### src/rtl/ansi_term_decoder.sv
// ansi_term_decoder: turns a terminal byte stream (text, UTF-8, ANSI CSI)
// into draw commands while tracking cursor, foreground colour and bold.
module ansi_term_decoder #(
    parameter logic [2:0]  DEF_FG     = 3'd7,
    parameter int unsigned MAX_PARAMS = 2
) (
    input  logic       clk,
    input  logic       rst_n,
    input  logic       in_valid,
    input  logic [7:0] in_byte,
    output logic       in_ready,
    output logic       cmd_valid,
    input  logic       cmd_ready,
    output logic [2:0] cmd_type,
    output logic [7:0] cmd_char,
    output logic [7:0] cmd_row,
    output logic [7:0] cmd_col,
    output logic [2:0] cmd_fg,
    output logic       cmd_bold
);

    localparam int unsigned IW = $clog2(MAX_PARAMS + 1);

    typedef enum logic [1:0] {
        ST_GROUND = 2'd0,
        ST_ESC    = 2'd1,
        ST_CSI    = 2'd2
    } state_t;

    typedef enum logic [2:0] {
        CMD_CHAR    = 3'd0,
        CMD_GOTO    = 3'd1,
        CMD_CLEAR   = 3'd2,
        CMD_SGR     = 3'd3,
        CMD_NEWLINE = 3'd4,
        CMD_ERR     = 3'd7
    } cmd_t;

    state_t        r_state, w_state_nx;
    logic [7:0]    r_row, r_col, w_row_nx, w_col_nx;
    logic [2:0]    r_fg, w_fg_nx;
    logic          r_bold, w_bold_nx;
    logic [7:0]    r_p [MAX_PARAMS];
    logic [7:0]    w_p_nx [MAX_PARAMS];
    logic [IW-1:0] r_pidx, w_pidx_nx;

    logic          w_accept;
    logic          w_emit;
    cmd_t          w_type;
    logic [7:0]    w_char, w_crow, w_ccol;
    logic [11:0]   w_acc;
    logic [7:0]    w_p0, w_p1;

    logic          r_cmd_valid;
    cmd_t          r_cmd_type;
    logic [7:0]    r_cmd_char, r_cmd_row, r_cmd_col;
    logic [2:0]    r_cmd_fg;
    logic          r_cmd_bold;

    function automatic logic [7:0] sat_inc(input logic [7:0] v);
        return (v == 8'hFF) ? v : v + 8'd1;
    endfunction

    assign in_ready  = ~r_cmd_valid | cmd_ready;
    assign w_accept  = in_valid & in_ready;

    assign cmd_valid = r_cmd_valid;
    assign cmd_type  = r_cmd_type;
    assign cmd_char  = r_cmd_char;
    assign cmd_row   = r_cmd_row;
    assign cmd_col   = r_cmd_col;
    assign cmd_fg    = r_cmd_fg;
    assign cmd_bold  = r_cmd_bold;

    // Parser state register
    always_ff @(posedge clk or negedge rst_n) begin
        if (!rst_n) r_state <= ST_GROUND;
        else        r_state <= w_state_nx;
    end

    // Next-state, terminal-state update and command decode for the accepted byte
    always_comb begin
        w_state_nx = r_state;
        w_row_nx   = r_row;
        w_col_nx   = r_col;
        w_fg_nx    = r_fg;
        w_bold_nx  = r_bold;
        w_pidx_nx  = r_pidx;
        for (int unsigned i = 0; i < MAX_PARAMS; i++) w_p_nx[i] = r_p[i];
        w_emit = 1'b0;
        w_type = CMD_CHAR;
        w_char = '0;
        w_crow = r_row;
        w_ccol = r_col;
        w_acc  = '0;
        w_p0   = '0;
        w_p1   = '0;
        for (int unsigned i = 0; i < MAX_PARAMS; i++) begin
            if (i == 0) w_p0 = r_p[i];
            if (i == 1) w_p1 = r_p[i];
        end

        if (w_accept) begin
            unique case (r_state)
                ST_GROUND: begin
                    if (in_byte == 8'h1B) begin
                        w_state_nx = ST_ESC;
                    end else if (in_byte == 8'h0A) begin
                        w_row_nx = sat_inc(r_row);
                        w_col_nx = 8'd1;
                        w_emit   = 1'b1;
                        w_type   = CMD_NEWLINE;
                        w_crow   = w_row_nx;
                        w_ccol   = 8'd1;
                    end else if (in_byte == 8'h0D) begin
                        w_col_nx = 8'd1;
                    end else if (in_byte < 8'h20 || in_byte == 8'h7F) begin
                        w_emit = 1'b0;
                    end else if (in_byte[7:6] == 2'b10) begin
                        // continuation byte belongs to the glyph just placed
                        w_emit = 1'b1;
                        w_type = CMD_CHAR;
                        w_char = in_byte;
                        w_ccol = (r_col > 8'd1) ? r_col - 8'd1 : 8'd1;
                    end else begin
                        w_emit   = 1'b1;
                        w_type   = CMD_CHAR;
                        w_char   = in_byte;
                        w_col_nx = sat_inc(r_col);
                    end
                end
                ST_ESC: begin
                    if (in_byte == 8'h5B) begin
                        for (int unsigned i = 0; i < MAX_PARAMS; i++) w_p_nx[i] = '0;
                        w_pidx_nx  = '0;
                        w_state_nx = ST_CSI;
                    end else begin
                        w_emit     = 1'b1;
                        w_type     = CMD_ERR;
                        w_char     = in_byte;
                        w_state_nx = ST_GROUND;
                    end
                end
                ST_CSI: begin
                    if (in_byte >= 8'h30 && in_byte <= 8'h39) begin
                        // indices past MAX_PARAMS match no slot and are dropped
                        for (int unsigned i = 0; i < MAX_PARAMS; i++) begin
                            if (i == 32'(r_pidx)) begin
                                w_acc     = 12'(r_p[i]) * 12'd10 + 12'(in_byte[3:0]);
                                w_p_nx[i] = (w_acc > 12'd255) ? 8'hFF : w_acc[7:0];
                            end
                        end
                    end else if (in_byte == 8'h3B) begin
                        if (32'(r_pidx) < MAX_PARAMS) w_pidx_nx = r_pidx + IW'(1);
                    end else if (in_byte == 8'h1B) begin
                        w_emit     = 1'b1;
                        w_type     = CMD_ERR;
                        w_char     = in_byte;
                        w_state_nx = ST_ESC;
                    end else if (in_byte >= 8'h40 && in_byte <= 8'h7E) begin
                        w_state_nx = ST_GROUND;
                        w_emit     = 1'b1;
                        case (in_byte)
                            8'h48: begin
                                w_row_nx = (w_p0 == 8'd0) ? 8'd1 : w_p0;
                                w_col_nx = (w_p1 == 8'd0) ? 8'd1 : w_p1;
                                w_type   = CMD_GOTO;
                                w_crow   = w_row_nx;
                                w_ccol   = w_col_nx;
                            end
                            8'h4A: begin
                                if (w_p0 == 8'd2) begin
                                    w_type = CMD_CLEAR;
                                end else begin
                                    w_type = CMD_ERR;
                                    w_char = in_byte;
                                end
                            end
                            8'h6D: begin
                                // apply each received parameter in order
                                for (int unsigned i = 0; i < MAX_PARAMS; i++) begin
                                    if (i <= 32'(r_pidx)) begin
                                        if (r_p[i] == 8'd0) begin
                                            w_fg_nx   = DEF_FG;
                                            w_bold_nx = 1'b0;
                                        end else if (r_p[i] == 8'd1) begin
                                            w_bold_nx = 1'b1;
                                        end else if (r_p[i] >= 8'd30 && r_p[i] <= 8'd37) begin
                                            w_fg_nx = 3'(r_p[i] - 8'd30);
                                        end
                                    end
                                end
                                w_type = CMD_SGR;
                            end
                            default: begin
                                w_type = CMD_ERR;
                                w_char = in_byte;
                            end
                        endcase
                    end else begin
                        w_emit     = 1'b1;
                        w_type     = CMD_ERR;
                        w_char     = in_byte;
                        w_state_nx = ST_GROUND;
                    end
                end
                default: w_state_nx = ST_GROUND;
            endcase
        end
    end

    // Cursor, attribute and CSI parameter registers
    always_ff @(posedge clk or negedge rst_n) begin
        if (!rst_n) begin
            r_row  <= 8'd1;
            r_col  <= 8'd1;
            r_fg   <= DEF_FG;
            r_bold <= 1'b0;
            r_pidx <= '0;
            for (int unsigned i = 0; i < MAX_PARAMS; i++) r_p[i] <= '0;
        end else begin
            r_row  <= w_row_nx;
            r_col  <= w_col_nx;
            r_fg   <= w_fg_nx;
            r_bold <= w_bold_nx;
            r_pidx <= w_pidx_nx;
            for (int unsigned i = 0; i < MAX_PARAMS; i++) r_p[i] <= w_p_nx[i];
        end
    end

    // Single command output register with valid/ready hold
    always_ff @(posedge clk or negedge rst_n) begin
        if (!rst_n) begin
            r_cmd_valid <= 1'b0;
            r_cmd_type  <= CMD_CHAR;
            r_cmd_char  <= '0;
            r_cmd_row   <= 8'd1;
            r_cmd_col   <= 8'd1;
            r_cmd_fg    <= DEF_FG;
            r_cmd_bold  <= 1'b0;
        end else if (w_accept && w_emit) begin
            r_cmd_valid <= 1'b1;
            r_cmd_type  <= w_type;
            r_cmd_char  <= w_char;
            r_cmd_row   <= w_crow;
            r_cmd_col   <= w_ccol;
            r_cmd_fg    <= w_fg_nx;
            r_cmd_bold  <= w_bold_nx;
        end else if (cmd_ready) begin
            r_cmd_valid <= 1'b0;
        end
    end

endmodule

### config.mk
export PLATFORM = sky130hd
export DESIGN_NAME = ansi_term_decoder
export DESIGN_NICKNAME = d
export VERILOG_FILES = /design/src/rtl/ansi_term_decoder.sv
export SDC_FILE = /design/constraint.sdc
export NUM_CORES = 1
export LEC_CHECK = 0
export CAP_MARGIN = 20
export CORE_MARGIN = 3
export CORE_UTILIZATION = 55
export CTS_CLUSTER_DIAMETER = 100
export CTS_CLUSTER_SIZE = 14
export DETAILED_ROUTE_END_ITERATION = 16
export PLACE_DENSITY = 0.85
export SYNTH_ARGS = -nofsm -noshare
export SYNTH_HDL_FRONTEND = slang
export SYNTH_SLANG_ARGS = --single-unit
export TNS_END_PERCENT = 5
### constraint.sdc
create_clock -name clk -period 4.86 [get_ports clk]
set_input_delay 0.729 -clock clk [delete_from_list [all_inputs] [get_ports clk]]
set_output_delay 0.729 -clock clk [all_outputs]
set_load 0.1 [all_outputs]
==> impl_results.html, run 1 <==
<table>
<tr><th>Metric</th><th>Value</th></tr>
<tr><th colspan="2">Worst setup path</th></tr>
<tr><td>Reg2reg path depth</td><td>8</td></tr>
<tr><td>Crit-path max FO</td><td>17</td></tr>
<tr><td>Critical path startpoint category</td><td>input pin</td></tr>
<tr><td>Required time of the critical path</td><td>5.17 ns</td></tr>
<tr><td>Worst Path Class, Setup</td><td>in2reg</td></tr>
<tr><td>Crit path capture type</td><td>flop</td></tr>
<tr><td>Sequence of cells on the critical path</td><td>clkdlybuf4s50_1 &gt; or3_4 &gt; or3_4 &gt; nor2_1 &gt; a21oi_1 &gt; o21ai_1 &gt; mux2_2</td></tr>
<tr><td>Flop2flop setup slack</td><td>1.73 ns</td></tr>
<tr><td>Top cell family by delay on the critical path</td><td>simple AND/OR/NAND/NOR gates</td></tr>
<tr><td>Crit-path most repeated cell</td><td>sky130_fd_sc_hd__or3_4</td></tr>
<tr><td>Biggest cell delay along the critical path</td><td>0.76 ns</td></tr>
<tr><td>Number of cells on the critical path</td><td>7</td></tr>
<tr><td>Endpoint arrival time on the critical path</td><td>3.80 ns</td></tr>
<tr><td>Max stage delay cell, worst path</td><td>sky130_fd_sc_hd__clkdlybuf4s50_1</td></tr>
<tr><td>Buffer and inverter count on the worst path</td><td>1</td></tr>
<tr><th colspan="2">Cells and area</th></tr>
<tr><td>Post-layout net count</td><td>701</td></tr>
<tr><td>Final instance count without filler cells</td><td>786</td></tr>
<tr><td>Number of inserted filler cells in the final layout</td><td>861</td></tr>
<tr><td>Fraction of final layout cells with drive strength greater than 1</td><td>10.87%</td></tr>
<tr><td>Antenna Diode Count</td><td>0</td></tr>
<tr><td>Synthesis-to-layout area growth</td><td>12.06%</td></tr>
<tr><th colspan="2">Synth</th></tr>
<tr><td>Largest family of logic cells by synthesized area</td><td>compound AO/OA/AOI/OAI gates</td></tr>
<tr><td>Netlist cell types</td><td>83</td></tr>
<tr><td>Share of synthesized flip-flops with an asynchronous set or reset</td><td>100.0%</td></tr>
<tr><td>Mapped Nets</td><td>678</td></tr>
<tr><td>XOR/XNOR share of the synthesized area</td><td>2.839%</td></tr>
<tr><td>Mean cell area of the mapped netlist</td><td>8.885 µm²</td></tr>
<tr><td>Synth cell count leaders</td><td>sky130_fd_sc_hd__dfrtp_1, sky130_fd_sc_hd__a21oi_1, sky130_fd_sc_hd__nor2_1</td></tr>
<tr><td>Number of enable flip-flop cells after synthesis</td><td>0</td></tr>
<tr><td>Seq cells post-synth</td><td>72</td></tr>
<tr><td>Main synth FF type</td><td>sky130_fd_sc_hd__dfrtp_1</td></tr>
<tr><td>Synthesized-area fraction occupied by adder cells</td><td>9.779%</td></tr>
<tr><td>Synthesized instance count</td><td>625</td></tr>
<tr><td>Proportion of synthesized area in mux cells</td><td>5.363%</td></tr>
<tr><td>Post-Synthesis Cell Area</td><td>5553 µm²</td></tr>
<tr><td>Largest cells by area after synthesis</td><td>sky130_fd_sc_hd__dfrtp_1, sky130_fd_sc_hd__ha_1, sky130_fd_sc_hd__a21oi_1</td></tr>
<tr><td>Part of the Yosys area used for sequential elements</td><td>32.67%</td></tr>
<tr><td>Fraction of synthesized cell area taken by the top area cell type</td><td>27.94%</td></tr>
<tr><td>Share of synthesized cell area in and, or, nand and nor gates</td><td>21.36%</td></tr>
<tr><td>Most frequent cell after synthesis</td><td>sky130_fd_sc_hd__dfrtp_1</td></tr>
<tr><td>Synth area leader</td><td>sky130_fd_sc_hd__dfrtp_1</td></tr>
<tr><td>Area fraction in compound gates after synthesis</td><td>22.87%</td></tr>
<tr><td>Synthesis warning total</td><td>0</td></tr>
<tr><th colspan="2">Floorplanning</th></tr>
<tr><td>Area of the die</td><td>11,340 µm²</td></tr>
<tr><td>Core ar.</td><td>9774 µm²</td></tr>
<tr><td>Top Ports</td><td>45</td></tr>
<tr><td>Total number of placement rows</td><td>36</td></tr>
<tr><td>Starting utilization of the core area</td><td>56.81%</td></tr>
<tr><td>Die X</td><td>106.5 µm</td></tr>
<tr><td>Die Span Y</td><td>106.5 µm</td></tr>
<tr><th colspan="2">Power</th></tr>
<tr><td>Worst IR drop on VDD</td><td>0.2172 mV</td></tr>
<tr><td>P_sw</td><td>802.6 µW</td></tr>
<tr><td>Combinational Power Share</td><td>34.8%</td></tr>
<tr><td>Part of the power in registers</td><td>38.1%</td></tr>
<tr><td>Share of total power in the clock network</td><td>27.0%</td></tr>
<tr><td>Cell area power density</td><td>311.5 nW/µm²</td></tr>
<tr><td>Leakage dissipation</td><td>2.713 nW</td></tr>
<tr><td>Fraction of power spent switching nets</td><td>41.40%</td></tr>
<tr><td>Internal power</td><td>1.136 mW</td></tr>
<tr><th colspan="2">CTS</th></tr>
<tr><td>TritonCTS Sinks</td><td>72</td></tr>
<tr><td>Clock tree from TritonCTS</td><td>yes</td></tr>
<tr><td>Deepest clock path buffer count</td><td>2</td></tr>
<tr><td>Clock transition at the registers of the reported paths</td><td>0.07 ns</td></tr>
<tr><td>Post-cts hold buffer count</td><td>0</td></tr>
<tr><td>PostCTS Resize Cnt</td><td>0</td></tr>
<tr><td>Latest clock arrival within the worst-skew pair</td><td>0.37 ns</td></tr>
<tr><td>Number of H-tree levels</td><td>3</td></tr>
<tr><td>Number of buffers inserted by post-CTS setup repair</td><td>0</td></tr>
<tr><td>TritonCTS buffer count</td><td>9</td></tr>
<tr><td>CTS Root Cell</td><td>sky130_fd_sc_hd__clkbuf_8</td></tr>
<tr><th colspan="2">Timing</th></tr>
<tr><td>Tightest slew margin relative to the limit</td><td>34.16%</td></tr>
<tr><td>Total Neg Setup Slack</td><td>0 ns</td></tr>
<tr><td>Least-Margin Pin Slew</td><td>0.9845 ns</td></tr>
<tr><td># setup viols final</td><td>0</td></tr>
<tr><td>Max frequency</td><td>0.2865 GHz</td></tr>
<tr><td>Unrepaired setup endpoints after global routing</td><td>no</td></tr>
<tr><td>Max Clock Skew</td><td>0.006807 ns</td></tr>
<tr><td>Ratio of final minimum period to clock period</td><td>71.82%</td></tr>
<tr><td>Final-report hold violation count</td><td>0</td></tr>
<tr><td>Clock period minus final worst setup slack</td><td>3.490 ns</td></tr>
<tr><td>Final Max Slew Viols</td><td>0</td></tr>
<tr><th colspan="2">GRT</th></tr>
<tr><td>First-pass GRT wire length</td><td>25.62 mm</td></tr>
<tr><td>Routing usage on met1</td><td>37.04%</td></tr>
<tr><td>Maximum number of pins on one net before global-route repair</td><td>41</td></tr>
<tr><td>Met3 routing resource usage after global routing</td><td>5.282%</td></tr>
<tr><td>Via count of the first global-routing pass</td><td>5,141</td></tr>
<tr><td>Most used routing layer</td><td>met2</td></tr>
<tr><td>Global-route usage over all layers</td><td>28.38%</td></tr>
<tr><td>Met2 usage in global routing</td><td>45.61%</td></tr>
<tr><td>Grt ovf</td><td>0</td></tr>
<tr><td>Number of antenna violations at the first check in global routing</td><td>0</td></tr>
<tr><th colspan="2">Place</th></tr>
<tr><td>Number of placed instances, taps included</td><td>770</td></tr>
<tr><td>Count of buffers from port buffering</td><td>44</td></tr>
<tr><td>Total half-perimeter wirelength after legalization and detailed placement</td><td>11.20 mm</td></tr>
<tr><td>GPL Wtd Cong</td><td>0.9520</td></tr>
<tr><th colspan="2">Flow run</th></tr>
<tr><td>Max Cap Viol</td><td>0</td></tr>
<tr><th colspan="2">Route</th></tr>
<tr><td>Drt drc</td><td>0</td></tr>
<tr><td>Sum of routed wire length over all layers</td><td>15.24 mm</td></tr>
<tr><td>Vias after detailed routing</td><td>5,114</td></tr>
<tr><td>Number of routed nets with antenna violations</td><td>0</td></tr>
<tr><td>Violation count after the first detailed-route iteration</td><td>389</td></tr>
<tr><td>Per-cell routed wire length</td><td>19.39 µm</td></tr>
<tr><td>Routed vias/inst</td><td>6.506</td></tr>
<tr><td>Pre-Repair DR Iteration Count</td><td>5</td></tr>
<tr><th colspan="2">Hold path</th></tr>
<tr><td>Worst hold path type</td><td>in2async</td></tr>
<tr><th colspan="2">Run status</th></tr>
<tr><td>Result of the run</td><td>completed</td></tr>
</table>
-- metrics by stage --
step                util, %  area (µm²)  setup WS (ns)  hold WS [ns]  power, mW
floorplan                 -        5553          1.613        0.4334      1.244
global route          63.66        6222          1.199        0.5309      2.014
detailed placement    61.48        6010          1.100        0.4772      1.418
finish                63.66        6222          1.370        0.4505      1.938
global placement      61.48        6010          1.097        0.4761      1.409
CTS                   63.66        6222          1.465        0.4950      1.938
-- layer usage --
metal | up-vias | routed length (µm)
met4 | 0 | 418
met3 | 39 | 1185
met2 | 238 | 7152
li1 | 2394 | -
met1 | 2443 | 6485
met5 | - | 0
-- cell usage in the layout, fill, tap and decap left out, drive strengths merged, types with 6 or more instances in the layout --
master         count
a211oi             7
a21o               9
a21oi             59
a31oi             12
a32oi              6
and2               7
and3               6
clkbuf            11
clkdlybuf4s50     43
dfrtp             62
dfstp             10
ha                37
inv               27
mux2              19
mux2i              8
nand2             30
nand2b            10
nand3             26
nor2              46
nor3              19
nor3b              7
nor4              16
o21ai             43
o22ai              7
or2                6
or3                8
xnor2             10
xor2               8
-- final cells by class --
class | count | area (µm²) | share of cell area, %
Timing Repair Buffer | 48 | 465.4 | 7.480
Inverter | 27 | 101.3 | 1.629
Clock buffer | 11 | 131.4 | 2.111
Sequential cell | 72 | 1814 | 29.16
Clock inverter | 5 | 81.33 | 1.307
Tap cell | 133 | 166.4 | 2.674
Multi-Input combinational cell | 490 | 3462 | 55.64
-- state kept, by name, summed over array words and instances (netlist names), 2 cells and up --
signal	cells
r_pidx	2
w_p0	8
cmd_type	3
cmd_fg	3
cmd_char	8
cmd_col	8
cmd_row	8
r_fg	3
r_col	8
w_p1	8
r_row	8
r_state	2
-- power groups by stage --
| stage | clock network (mW) | registers, mW | logic (mW) |
|---|---|---|---|
| floorplan | 0 | 1.00 | 0.242 |
| global placement | 0 | 0.745 | 0.664 |
| detailed placement | 0 | 0.748 | 0.670 |
| CTS | 0.528 | 0.737 | 0.673 |
| global route | 0.553 | 0.748 | 0.713 |
| finish | 0.524 | 0.739 | 0.675 |
-- path summary, 6_finish.rpt --
path / startpoint / to
setup / recovery: in_byte[2] / cmd_row[3]$_DFFE_PN0P_
hold / removal: rst_n / cmd_col[7]$_DFFE_PN0P_
setup reg to reg: w_p0[1]$_DFFE_PN0P_ / w_p0[1]$_DFFE_PN0P_
hold reg to reg: cmd_col[0]$_DFFE_PN1P_ / cmd_col[0]$_DFFE_PN1P_
max in group asynchronous: rst_n / cmd_col[0]$_DFFE_PN1P_
min in group clk: cmd_col[0]$_DFFE_PN1P_ / cmd_col[0]$_DFFE_PN1P_
-- cell families after synthesis --
group / Yosys count
AOI/OAI and AO/OA: 195
buffers and inverters: 63
xor gates and xnor gates: 18
adders and majority gates: 41
DFF: 72
and+or+nand+nor: 209
muxes: 27
(Power assumes the default switching activity.)
==> run 2: changes to the inputs <==
==> constraint.sdc (replaced) <==
create_clock -name clk -period 3.54 [get_ports clk]
set_input_delay 0.531 -clock clk [delete_from_list [all_inputs] [get_ports clk]]
set_output_delay 0.531 -clock clk [all_outputs]
set_load 0.1 [all_outputs]
==> run 2 against run 1 <==
Against the previous run: register-to-register slack lost 1.2 ns; clock skew grew 0.010 ns; non-clock buffer count grew 13; via count grew 1.8%; sequential cell count is the same; clock power grew 15%; power grew 31%; global-route usage shrank 1.1 points; largest power group unchanged.
==> impl_results.html, run 2 (same netlist as run 1, synthesis figures left out) <==
<table>
<tr><th>Metric</th><th>Value</th></tr>
<tr><th colspan="2">Run status</th></tr>
<tr><td>Result of the run</td><td>completed</td></tr>
<tr><th colspan="2">Worst setup path</th></tr>
<tr><td>Worst Path Class, Setup</td><td>reg2reg</td></tr>
<tr><td>Crit-path max FO</td><td>11 (-6)</td></tr>
<tr><td>Crit path capture type</td><td>flop</td></tr>
<tr><td>Flop2flop setup slack</td><td>0.51 ns (-1.22 ns)</td></tr>
<tr><td>Reg2Reg Capture Point</td><td>w_p1[4]$_DFFE_PN0P_</td></tr>
<tr><td>Endpoint arrival time on the critical path</td><td>3.31 ns (-0.49 ns)</td></tr>
<tr><td>Required time of the critical path</td><td>3.81 ns (-1.36 ns)</td></tr>
<tr><td>Critical path startpoint category</td><td>flop</td></tr>
<tr><td>Worst R2R Start</td><td>w_p1[1]$_DFFE_PN0P_</td></tr>
<tr><td>Reg2reg path depth</td><td>10 (+2)</td></tr>
<tr><th colspan="2">Place</th></tr>
<tr><td>Instance area after placement</td><td>6117 µm² (+1.8%)</td></tr>
<tr><td>GPL Wtd Cong</td><td>0.9580 (+0.63%)</td></tr>
<tr><td>Worst setup timing slack at the placement stage</td><td>0.3030 ns (-0.7974 ns)</td></tr>
<tr><td>Number of placed instances, taps included</td><td>783 (+1.7%)</td></tr>
<tr><td>Total half-perimeter wirelength after legalization and detailed placement</td><td>11.14 mm (-0.53%)</td></tr>
<tr><td>Count of buffers from port buffering</td><td>44 (unchanged)</td></tr>
<tr><th colspan="2">Timing</th></tr>
<tr><td>Ratio of final minimum period to clock period</td><td>85.68%</td></tr>
<tr><td>Final-report hold violation count</td><td>0 (unchanged)</td></tr>
<tr><td>Clock period minus final worst setup slack</td><td>3.033 ns</td></tr>
<tr><td>Max frequency</td><td>0.3297 GHz</td></tr>
<tr><td>Max Clock Skew</td><td>0.01727 ns (+0.01046 ns)</td></tr>
<tr><td>Total Neg Setup Slack</td><td>0 ns (unchanged)</td></tr>
<tr><td>Unrepaired setup endpoints after global routing</td><td>no</td></tr>
<tr><td>Worst hold margin</td><td>0.1898 ns (-0.2607 ns)</td></tr>
<tr><td>Post-route worst setup slack</td><td>0.5068 ns (-0.8628 ns)</td></tr>
<tr><td>Least-Margin Pin Slew</td><td>1.007 ns (+0.02246 ns)</td></tr>
<tr><td>Tightest slew margin relative to the limit</td><td>32.62% (-1.5 points)</td></tr>
<tr><td># setup viols final</td><td>0 (unchanged)</td></tr>
<tr><td>Final Max Slew Viols</td><td>0 (unchanged)</td></tr>
<tr><th colspan="2">Route</th></tr>
<tr><td>Per-cell routed wire length</td><td>18.87 µm (-2.7%)</td></tr>
<tr><td>Pre-Repair DR Iteration Count</td><td>7 (+2)</td></tr>
<tr><td>Vias after detailed routing</td><td>5,208 (+1.8%)</td></tr>
<tr><td>Violation count after the first detailed-route iteration</td><td>403 (+3.6%)</td></tr>
<tr><td>Sum of routed wire length over all layers</td><td>15.08 mm (-1.1%)</td></tr>
<tr><td>Routed vias/inst</td><td>6.518 (+0.18%)</td></tr>
<tr><td>Drt drc</td><td>0 (unchanged)</td></tr>
<tr><td>Number of routed nets with antenna violations</td><td>0 (unchanged)</td></tr>
<tr><th colspan="2">Power</th></tr>
<tr><td>Share of total power in the clock network</td><td>23.6% (-3.4 points)</td></tr>
<tr><td>Internal power</td><td>1.444 mW (+27%)</td></tr>
<tr><td>Fraction of power spent switching nets</td><td>43.23% (+1.8 points)</td></tr>
<tr><td>P_sw</td><td>1.099 mW (+37%)</td></tr>
<tr><td>Worst IR drop on VDD</td><td>0.2894 mV (+33%)</td></tr>
<tr><td>Leakage dissipation</td><td>2.772 nW (+2.2%)</td></tr>
<tr><td>Part of the power in registers</td><td>39.7% (+1.6 points)</td></tr>
<tr><td>Cell area power density</td><td>403.8 nW/µm² (+30%)</td></tr>
<tr><td>Combinational Power Share</td><td>36.7% (+1.9 points)</td></tr>
<tr><th colspan="2">Floorplanning</th></tr>
<tr><td>Starting utilization of the core area</td><td>56.81% (unchanged)</td></tr>
<tr><td>Core ar.</td><td>9774 µm² (unchanged)</td></tr>
<tr><td>Die X</td><td>106.5 µm (unchanged)</td></tr>
<tr><td>Die Span Y</td><td>106.5 µm (unchanged)</td></tr>
<tr><td>Area of the die</td><td>11,340 µm² (unchanged)</td></tr>
<tr><td>Total number of placement rows</td><td>36 (unchanged)</td></tr>
<tr><td>Top Ports</td><td>45 (unchanged)</td></tr>
<tr><th colspan="2">GRT</th></tr>
<tr><td>Number of antenna violations at the first check in global routing</td><td>0 (unchanged)</td></tr>
<tr><td>First-pass GRT wire length</td><td>25.10 mm (-2.0%)</td></tr>
<tr><td>Maximum number of pins on one net before global-route repair</td><td>73 (+78%)</td></tr>
<tr><td>Grt ovf</td><td>0 (unchanged)</td></tr>
<tr><td>Global-route usage over all layers</td><td>27.29% (-1.1 points)</td></tr>
<tr><td>Via count of the first global-routing pass</td><td>5,034 (-2.1%)</td></tr>
<tr><th colspan="2">Cells and area</th></tr>
<tr><td>Commonest cells after routing, fill and taps aside</td><td>sky130_fd_sc_hd__dfrtp_1, sky130_fd_sc_hd__a21oi_1, sky130_fd_sc_hd__nor2_1</td></tr>
<tr><td>Fraction of final layout cells with drive strength greater than 1</td><td>13.06% (+2.2 points)</td></tr>
<tr><td>Final instance count without filler cells</td><td>799 (+1.7%)</td></tr>
<tr><td>Sequential cell area</td><td>1814 µm² (unchanged)</td></tr>
<tr><td>Post-layout net count</td><td>714 (+1.9%)</td></tr>
<tr><td>Commonest non-fill, non-tap cell in the layout</td><td>sky130_fd_sc_hd__dfrtp_1</td></tr>
<tr><td>Antenna Diode Count</td><td>0 (unchanged)</td></tr>
<tr><td>Synthesis-to-layout area growth</td><td>13.43%</td></tr>
<tr><td>Fin area</td><td>6299 µm² (+1.2%)</td></tr>
<tr><td>Number of inserted filler cells in the final layout</td><td>860 (-0.12%)</td></tr>
<tr><td>Area occupied by multi-input gates</td><td>3462 µm² (unchanged)</td></tr>
<tr><th colspan="2">CTS</th></tr>
<tr><td>TritonCTS Sinks</td><td>72 (unchanged)</td></tr>
<tr><td>TritonCTS buffer count</td><td>9 (unchanged)</td></tr>
<tr><td>PostCTS Resize Cnt</td><td>0 (unchanged)</td></tr>
<tr><td>Deepest clock path buffer count</td><td>2 (unchanged)</td></tr>
<tr><td>Post-cts hold buffer count</td><td>0 (unchanged)</td></tr>
<tr><td>Number of buffers inserted by post-CTS setup repair</td><td>0 (unchanged)</td></tr>
<tr><td>Clock transition at the registers of the reported paths</td><td>0.09 ns (+0.02 ns)</td></tr>
<tr><td>Latest clock arrival within the worst-skew pair</td><td>0.36 ns (about the same)</td></tr>
<tr><td>CTS Root Cell</td><td>sky130_fd_sc_hd__clkbuf_8</td></tr>
<tr><td>Clock tree from TritonCTS</td><td>yes</td></tr>
<tr><td>Number of H-tree levels</td><td>3 (unchanged)</td></tr>
<tr><th colspan="2">Hold path</th></tr>
<tr><td>Worst hold path type</td><td>in2async</td></tr>
<tr><th colspan="2">Flow run</th></tr>
<tr><td>Max Cap Viol</td><td>0 (unchanged)</td></tr>
</table>
## run 2: layout make-up
type | instances | area share (%)
inverters | 27 | 1.609
multi-input cells | 490 | 54.97
repair buffers | 61 | 9.098
flip-flops and latches | 72 | 28.80
well taps | 133 | 2.642
clock inverters | 6 | 0.6953
clock buffers | 10 | 2.185
## run 2: worst max-delay path by stage
stage	endpoint	slack, ns	depth (start not counted)	start
floorplan	cmd_bold$_DFFE_PN0P_	0.29	7	cmd_valid$_DFFE_PN0P_
global placement	cmd_col[0]$_DFFE_PN1P_	0.37	8	in_byte[3]
detailed placement	cmd_col[2]$_DFFE_PN0P_	0.30	8	in_byte[3]
CTS	w_p1[4]$_DFFE_PN0P_	0.53	10	w_p1[1]$_DFFE_PN0P_
global route	w_p1[7]$_DFFE_PN0P_	0.37	10	w_p1[1]$_DFFE_PN0P_
finish	w_p1[4]$_DFFE_PN0P_	0.51	10	w_p1[1]$_DFFE_PN0P_
## run 2: metrics by stage
stage	util [%]	total power, mW
2_1_floorplan	-	1.708
3_3_place_gp	62.58	1.933
3_5_place_dp	62.58	1.946
4_1_cts	64.44	2.542
5_1_grt	64.44	2.648
6_report	64.44	2.543
## run 2: power groups by stage
| stage | Clock (mW) | Sequential, mW | Combinational [mW] |
|---|---|---|---|
| floorplan | 0 | 1.38 | 0.332 |
| global placement | 0 | 1.02 | 0.917 |
| detailed placement | 0 | 1.02 | 0.925 |
| CTS | 0.608 | 1.00 | 0.931 |
| global route | 0.648 | 1.02 | 0.982 |
| finish | 0.601 | 1.01 | 0.934 |
## run 2: worst max-delay path, stage by stage, from the launching register on
cell	delay (ns)
sky130_fd_sc_hd__dfrtp_1	0.55
sky130_fd_sc_hd__ha_1	0.38
sky130_fd_sc_hd__ha_1	0.19
sky130_fd_sc_hd__inv_1	0.06
sky130_fd_sc_hd__fa_1	0.39
sky130_fd_sc_hd__nand2b_1	0.18
sky130_fd_sc_hd__a21boi_0	0.29
sky130_fd_sc_hd__nor3_1	0.10
sky130_fd_sc_hd__or2_2	0.28
sky130_fd_sc_hd__mux2_2	0.34
sky130_fd_sc_hd__a21oi_1	0.17
## run 2: metal layers
metal	vias up	track usage [%]	routed length, µm
li1	2428	-	-
met1	2466	37.28	6560
met2	269	43.67	6848
met3	45	4.068	1222
met4	0	10.87	448
met5	-	0	0
